$ cat config.mk
export PLATFORM = sky130hd
export DESIGN_NAME = uart_tx
export DESIGN_NICKNAME = d
export VERILOG_FILES = /design/src/rtl/uart_tx.sv
export SDC_FILE = /design/constraint.sdc
export NUM_CORES = 1
export LEC_CHECK = 0
export CAP_MARGIN = 20
export CORE_MARGIN = 10
export CORE_UTILIZATION = 55
export DETAILED_ROUTE_END_ITERATION = 6
export MAX_ROUTING_LAYER = met4
export PLACE_DENSITY = 0.83
export SYNTH_ARGS = -nofsm -noshare
export SYNTH_HDL_FRONTEND = slang
export SYNTH_SLANG_ARGS = --single-unit
$ cat constraint.sdc
create_clock -name clk -period 2.4 [get_ports clk]
set_input_delay 0.24 -clock clk [delete_from_list [all_inputs] [get_ports clk]]
set_output_delay 0.24 -clock clk [all_outputs]
set_load 0.05 [all_outputs]
$ cat src/rtl/uart_tx.sv
`default_nettype none
// ============================================================================
//  Module   : uart_tx
//  Purpose  : UART transmitter. Accepts a parallel word on a one-cycle
//             tx_start request and shifts out one frame, LSB first:
//             start bit, DATA_WD data bits, optional parity bit, one stop bit.
//             Bit timing is OVERSAMPLING_RATE baud ticks per bit.
//  Ports    : clk      - system clock, rising edge
//             rst      - synchronous active-high reset
//             tick     - one-clock baud generator pulse
//             tx_start - send request, honoured only in IDLE
//             din      - parallel data, captured on acceptance
//             tx       - registered serial line, idles high
//             tx_busy  - high from acceptance until end of stop bit
//             tx_done  - one-clock pulse after the stop bit
//  Revision : 1.0 - initial release
// ============================================================================
module uart_tx #(
    parameter int         BAUD              = 9600,
    parameter int         CLK_FREQ          = 50_000_000,
    parameter int         OVERSAMPLING_RATE = 16,
    parameter int         DATA_WD           = 8,
    parameter logic [1:0] PARITY            = 2'd1   // 1 odd, 2 even, else none
) (
    input  logic               clk,
    input  logic               rst,
    input  logic               tick,
    input  logic               tx_start,
    input  logic [DATA_WD-1:0] din,
    output logic               tx,
    output logic               tx_busy,
    output logic               tx_done
);

    localparam int c_TW = (OVERSAMPLING_RATE > 1) ? $clog2(OVERSAMPLING_RATE) : 1;
    localparam int c_BW = $clog2(DATA_WD + 1);

    localparam logic [c_TW-1:0] c_TICK_LAST = c_TW'(OVERSAMPLING_RATE - 1);
    localparam logic [c_TW-1:0] c_TICK_ONE  = c_TW'(1);
    localparam logic [c_BW-1:0] c_BIT_LAST  = c_BW'(DATA_WD - 1);
    localparam logic [c_BW-1:0] c_BIT_ONE   = c_BW'(1);
    localparam bit              c_PAR_EN    = (PARITY == 2'd1) || (PARITY == 2'd2);
    localparam bit              c_PAR_EVEN  = (PARITY == 2'd2);

    // Configuration sanity check at elaboration time.
    generate
        if (OVERSAMPLING_RATE < 2 || BAUD <= 0 || CLK_FREQ <= 0) begin : g_bad_cfg
            $error("uart_tx: illegal parameter configuration");
        end
    endgenerate

    // One-hot state encoding.
    typedef enum logic [5:0] {
        S_IDLE   = 6'b000001,
        S_START  = 6'b000010,
        S_DATA   = 6'b000100,
        S_PARITY = 6'b001000,
        S_STOP   = 6'b010000,
        S_DONE   = 6'b100000
    } state_t;

    state_t             r_state;
    logic [c_TW-1:0]    r_tick_count;
    logic [c_BW-1:0]    r_bit_index;
    logic [DATA_WD-1:0] r_shift_reg;
    logic               r_parity_bit;

    state_t             w_state_nxt;
    logic [c_TW-1:0]    w_tick_nxt;
    logic [c_TW-1:0]    w_tick_adv;
    logic [c_BW-1:0]    w_bit_nxt;
    logic [DATA_WD-1:0] w_shift_nxt;
    logic [DATA_WD-1:0] w_data_sel;
    logic               w_par_nxt;
    logic               w_boundary;
    logic               w_tx_nxt;
    logic               w_busy_nxt;
    logic               w_done_nxt;

    always_comb begin
        w_state_nxt = r_state;
        w_tick_nxt  = r_tick_count;
        w_bit_nxt   = r_bit_index;
        w_shift_nxt = r_shift_reg;
        w_par_nxt   = r_parity_bit;

        // The wrap edge of the tick counter is the bit boundary.
        w_boundary = tick && (r_tick_count == c_TICK_LAST);
        w_tick_adv = r_tick_count;
        if (tick) begin
            w_tick_adv = w_boundary ? '0 : (r_tick_count + c_TICK_ONE);
        end

        case (r_state)
            S_IDLE: begin
                if (tx_start) begin
                    w_state_nxt = S_START;
                    w_shift_nxt = din;
                    w_par_nxt   = c_PAR_EVEN ? (^din) : (~^din);
                    w_tick_nxt  = '0;
                    w_bit_nxt   = '0;
                end
            end
            S_START: begin
                w_tick_nxt = w_tick_adv;
                if (w_boundary) begin
                    w_state_nxt = S_DATA;
                    w_bit_nxt   = '0;
                end
            end
            S_DATA: begin
                w_tick_nxt = w_tick_adv;
                if (w_boundary) begin
                    if (r_bit_index == c_BIT_LAST) begin
                        w_state_nxt = c_PAR_EN ? S_PARITY : S_STOP;
                    end else begin
                        w_bit_nxt = r_bit_index + c_BIT_ONE;
                    end
                end
            end
            S_PARITY: begin
                w_tick_nxt = w_tick_adv;
                if (w_boundary) begin
                    w_state_nxt = S_STOP;
                end
            end
            S_STOP: begin
                w_tick_nxt = w_tick_adv;
                if (w_boundary) begin
                    w_state_nxt = S_DONE;
                end
            end
            S_DONE: begin
                w_state_nxt = S_IDLE;
            end
            default: begin
                // Non-one-hot code: fall back to the reset condition.
                w_state_nxt = S_IDLE;
                w_tick_nxt  = '0;
                w_bit_nxt   = '0;
                w_shift_nxt = '0;
                w_par_nxt   = 1'b0;
            end
        endcase

        // Outputs are decoded from the next state so that they can be
        // registered and still appear in the cycle the state is entered.
        w_data_sel = w_shift_nxt >> w_bit_nxt;
        w_tx_nxt   = 1'b1;
        w_busy_nxt = 1'b0;
        w_done_nxt = 1'b0;
        case (w_state_nxt)
            S_START: begin
                w_tx_nxt   = 1'b0;
                w_busy_nxt = 1'b1;
            end
            S_DATA: begin
                w_tx_nxt   = w_data_sel[0];
                w_busy_nxt = 1'b1;
            end
            S_PARITY: begin
                w_tx_nxt   = w_par_nxt;
                w_busy_nxt = 1'b1;
            end
            S_STOP: begin
                w_busy_nxt = 1'b1;
            end
            S_DONE: begin
                w_done_nxt = 1'b1;
            end
            default: begin
                w_tx_nxt = 1'b1;
            end
        endcase
    end

    always_ff @(posedge clk) begin
        if (rst) begin
            r_state      <= S_IDLE;
            r_tick_count <= '0;
            r_bit_index  <= '0;
            r_shift_reg  <= '0;
            r_parity_bit <= 1'b0;
            tx           <= 1'b1;
            tx_busy      <= 1'b0;
            tx_done      <= 1'b0;
        end else begin
            r_state      <= w_state_nxt;
            r_tick_count <= w_tick_nxt;
            r_bit_index  <= w_bit_nxt;
            r_shift_reg  <= w_shift_nxt;
            r_parity_bit <= w_par_nxt;
            tx           <= w_tx_nxt;
            tx_busy      <= w_busy_nxt;
            tx_done      <= w_done_nxt;
        end
    end

endmodule
`default_nettype wire

Yosys cells after proc, flatten, opt, wreduce, memory -nomap -nowiden:

Index checks and enable logic that the tools add are counted.

* output and inout bits: 3
* input port bits: 12
* logic and storage cells: 57
* bits in registers: 26

* reductions and logical operators: 7
* $add $sub $neg: 2
* multiplexer cells: 23
* shifts and indexed selects: 1
* bitwise gates (word level): 1
* eq/ne operators: 15

Operators by type and width (count)
* 6-bit 2-to-1 mux: 6
* 6-bit one-hot mux with 5 select lines: 1
* 4-bit 2-to-1 mux: 7
* 4-bit one-hot mux with 4 select lines: 1
* 8-bit one-hot mux with 2 select lines: 1
* 6-bit by 2-bit == test with 1-bit output (second input constant): 2
* 6-bit by 3-bit == test with 1-bit output (second input constant): 2
* 6-bit by 4-bit == test with 1-bit output (second input constant): 2
* 6-bit by 5-bit == test with 1-bit output (second input constant): 2
* 6-bit == test (second input constant): 2
* 4-bit one-hot mux with 3 select lines: 1
* 4-bit by 1-bit adder with 4-bit output (second input constant): 2
* 8-bit 2-to-1 mux: 1
* 4-bit OR reduction: 2
* 8-bit XNOR reduction: 1
* 8-bit by 4-bit >> shifter with 1-bit output: 1
* 6-bit by 1-bit == test with 1-bit output (second input constant): 1
* 5-bit OR reduction: 1
* 4-bit by 3-bit == test with 1-bit output (second input constant): 1
* 4-bit == test (second input constant): 1
* 1-bit 2-to-1 mux: 3
* 1-bit one-hot mux with 3 select lines: 1
* 3-bit AND reduction: 1
* 3-bit OR reduction: 1
* other kinds (5): 5

Depth between registers and ports, before layout:

* word-level depth: 7
* mapped depth: 10
* gate-level depth less buffers: 9

Least setup slack after synthesis:

No wires, ideal clock.

* path kind: reg2reg
* from: reg r_state[1]
* to: reg tx
* data required time: 2.275 ns
* setup time: 0.125 ns
* setup slack: 0.288 ns
* clock period less this slack: 2.112 ns
* path buffers: 1
* cell stages (with the launch flop): 10
* arrival: 1.987 ns
* cell sequence: dfxtp_1 -> buf_2 -> or4_4 -> a21oi_2 -> a21oi_1 -> a21o_1 -> a221o_1 -> o211a_1 -> nor3_1 -> o31ai_1

* cells in the longest elaborated chain, start to end: 5
* elaborated cells between the ends (all ways): 23
* classes of those cells: eq/ne: 9; shift: 1; mux: 11; reduce/logical: 2

Ends and longest elaborated chain
* start, declared: line 62 `state_t r_state;`
* start signal, assigned: line 188 `r_state <= w_state_nxt;`
* 6-bit by 5-bit == test with 1-bit output, or another cell as far along: line 94 `case (r_state)`
* 5-bit OR reduction (no source line), or another cell as far along
* 8-bit one-hot mux with 2 select lines, or another cell as far along: line 94
* 8-bit by 4-bit >> shifter with 1-bit output, or another cell as far along: line 148 `w_data_sel = w_shift_nxt >> w_bit_nxt;`
* 1-bit one-hot mux with 3 select lines *: line 152 `case (w_state_nxt)`
* end signal, assigned: line 193 `tx <= w_tx_nxt;`
* end, declared: line 30 `output logic tx,`

Every way passes the cells marked *; elsewhere a longest branch is shown, timed or not.
A chain may end at the register's enable or synchronous reset.

Worst setup path after layout:

* from: reg r_state[4]
* to: reg tx

The elaborated chain is that of the path after synthesis.

==> impl_summary.log <==
[metrics] run status: finished clean
[metrics] Top-Level Pins: 15
[metrics] Starting Density: 58.3%
[metrics] area leader, netlist: dfxtp_1
[metrics] Synth Area in Compound Gates: 24.7%
[metrics] FF+latch area: 520 um2
[metrics] Post-Syn Area: 1470 um2
[metrics] Synth area leaders: dfxtp_1 (35%), nor2_1 (5.9%), xnor2_1 (4.8%), a21oi_1 (4.4%), nor3_1 (3.4%)
[metrics] maximum fanout count along the critical path: 12
[metrics] dominant combinational cell family by area after synthesis: simple AND/OR/NAND/NOR gates
[metrics] per-instance average area after synthesis: 8.31 um2
[metrics] Synth Area in Simple Gates: 27.5%
[metrics] number of nets in the synthesized netlist: 191
[metrics] slowest cell on the critical path: dfxtp_1
[metrics] TritonCTS sink count: 26
[metrics] xor and xnor area share after synthesis: 4.77%
[metrics] share of post-route cells with drive strength above 1: 11.9%
[metrics] number of synthesis warnings: 0
[metrics] worst max-slew margin expressed relative to the limit: 62.3%
[metrics] die width: 71.7 um
[metrics] number of hold buffers added after cts: 0
[metrics] clock transition at the registers of the reported paths: 0.13 ns
[metrics] wire length of the first global-routing pass: 5.68 mm
[metrics] instance count of the mapped netlist: 177
[metrics] final wirelength: 3.43 mm
[metrics] portion of netlist area occupied by mux cells: 0.681%
[metrics] post-route antenna net violation count: 0
[metrics] setup clock skew after layout: 0.0120 ns
[metrics] register area share after synthesis: 35.4%
[metrics] final hold vios: 0
[metrics] fin crit period: 2.34 ns
[metrics] number of rows in the core area: 18
[metrics] area added between synthesis and finish: 14.5%
[metrics] grt ovf: 0
[metrics] final core occ: 66.7%
[metrics] count of H-tree levels built during CTS: 1
[metrics] CP Data Arrival Time: 2.57 ns
[metrics] Critical Setup Path Class: reg2reg
[metrics] count of buffers from port buffering: 14
[metrics] final setup violating endpoints: 0
[metrics] Lkg Pwr: 0.626 nW
[metrics] die area: 5140 um2
[metrics] vias post-DR: 1,375
[metrics] fill cell instance count of the final layout: 217
[metrics] primary flip-flop cell chosen by synthesis mapping: dfxtp_1
[metrics] total iterations of the first detailed-routing run: 4
[metrics] longest individual stage delay on the worst path: 0.52 ns
[metrics] final net count: 209
[metrics] root buffer selected by CTS: clkbuf_4
[metrics] buffers from clock root to sink, at most: 2
[metrics] Post-synth EDFFs: 0
[metrics] overall track demand over capacity in global routing: 13.5%
[metrics] part of the cycle the worst path needs: 97.7%
[metrics] via density per instance: 6.17
[metrics] DR WL/cell: 15.4 um
[metrics] upper clock frequency limit: 427 MHz
[metrics] total power per unit cell area: 469 nW/um2
[metrics] die span in y: 71.7 um
[metrics] share of flip-flops with an asynchronous set or reset after synthesis: 0%
[metrics] post-synthesis cell type count: 51
[metrics] area occupied by multi-input gates: 880 um2
[metrics] antenna diode count: 0
[metrics] HPWL after DPL: 2.69 mm
[metrics] DRC violation total after the first TritonRoute iteration: 209
[metrics] Data required, critical path: 2.62 ns
[metrics] antenna violations before repair: 0
[metrics] adder-cell area share of the yosys netlist: 1.70%
[metrics] remaining design rule violation count: 0
[metrics] portion of synthesized cell area occupied by the leading cell type: 35.4%
[metrics] via count of the first global-routing pass: 1,225
[metrics] final weighted congestion in routability-driven placement: 0.835
[metrics] element type at the critical path start: register
[metrics] min-delay worst type: reg2reg
[metrics] setup tns final: 0 ns
[metrics] highest ir drop seen on vdd: 0.460 mV
[metrics] Worst Max-Slew Pin Slew: 0.563 ns
[metrics] cell-by-cell listing of the critical path: nand2b_1, nor3_1, o21a_4, or2_4, a22oi_1, mux2i_1, a221oi_1, o31ai_1
[metrics] CTS tree: yes
[metrics] Floorplan Core Area: 2520 um2
[metrics] max-cap viol count: 0
[metrics] setup repair after global routing missed its margin: false
[metrics] total CTS buffers: 3
[metrics] Post-CTS Setup Bufs: 0
[metrics] flip-flop and latch count after synthesis: 26
[metrics] source-to-sink clock delay at the later pin of the worst-skew pair: 0.32 ns
[metrics] maximum number of pins on one net before global-route repair: 16
[metrics] number of flip-flops in the largest register: 8
[metrics] PostCTS Resize Cnt: 0
[metrics] final max-slew violation count: 0
[metrics] nature of the critical path endpoint: register
==> cell usage in the layout (no fill, tap or decap), drive strengths merged, types with 3 or more instances in the layout <==
master	n
a21oi	16
buf	9
dfxtp	26
nor2b	4
o21ai	7
nand2	12
clkbuf	3
nor3	10
clkdlybuf4s50	14
o21bai	3
xnor2	8
nand3	5
nor2	24
a22oi	6
inv	4
==> cell type report <==
| class | instances | area share [%] |
|---|---|---|
| well taps | 30 | 2.23 |
| clock buffers | 3 | 1.34 |
| repair buffers | 23 | 12.3 |
| multi-input cells | 137 | 52.3 |
| inverters | 4 | 0.892 |
| flip-flops and latches | 26 | 30.9 |
==> worst paths after layout <==
kind / startpoint / endpoint / slack, ns / depth (start not counted)
max: r_state[4] / tx / 0.06 / 8
min: r_shift_reg[7] / r_shift_reg[7] / 0.48 / 2
max reg2reg: r_state[4] / tx / 0.06 / 8
min reg2reg: r_shift_reg[7] / r_shift_reg[7] / 0.48 / 2
==> power by group <==
group / switching, mW / internal, mW / total (mW)
Sequential: 0.00883 / 0.446 / 0.455
Clock: 0.119 / 0.0589 / 0.178
Combinational: 0.0827 / 0.0741 / 0.157
Total: 0.210 / 0.579 / 0.789
==> stage by stage <==
step / instances / cell area (um2) / power (mW) / hold WS [ns] / setup WS [ns]
after floorplan: 177 / 1470 / 0.573 / 0.312 / 0.288
after global placement: 220 / 1650 / 0.616 / 0.462 / 0.110
after detailed placement: 220 / 1650 / 0.619 / 0.466 / 0.0502
after CTS: 223 / 1680 / 0.793 / 0.484 / 0.134
after global routing: 223 / 1680 / 0.833 / 0.506 / 0.00566
final: 223 / 1680 / 0.789 / 0.479 / 0.0561
==> Yosys cell counts, drive strengths merged (4+ instances only) <==
master and n:
a21oi 16, a22oi 6, buf 5, clkbuf 5, dfxtp 26, inv 4, nand2 12, nand3 5
nor2 24, nor2b 4, nor3 10, o21ai 7, xnor2 8
==> metal layers <==
layer,GRT usage (%),up-vias,routed length (um)
met3,3.86,5,219
met4,4.09,0,27
met2,20.4,47,1630
met1,16.8,639,1550
li1,-,684,-
met5,-,-,0
==> logic make-up after synthesis <==
logic type / after synthesis
buf+inv: 14
simple gates: 76
flops: 26
compound gates: 50
fa+ha+maj: 2
mux: 1
xor+xnor: 8
==> critical path, delay by kind of cell (launching register included) <==
| kind | cells | cell delay (ns) |
|---|---|---|
| multiplexers | 1 | 0.12 |
| AND/OR/NAND/NOR | 3 | 0.66 |
| flip-flops | 1 | 0.52 |
| AO/OA/AOI/OAI | 4 | 0.94 |
No activity file was read; power rests on OpenSTA's default activity.
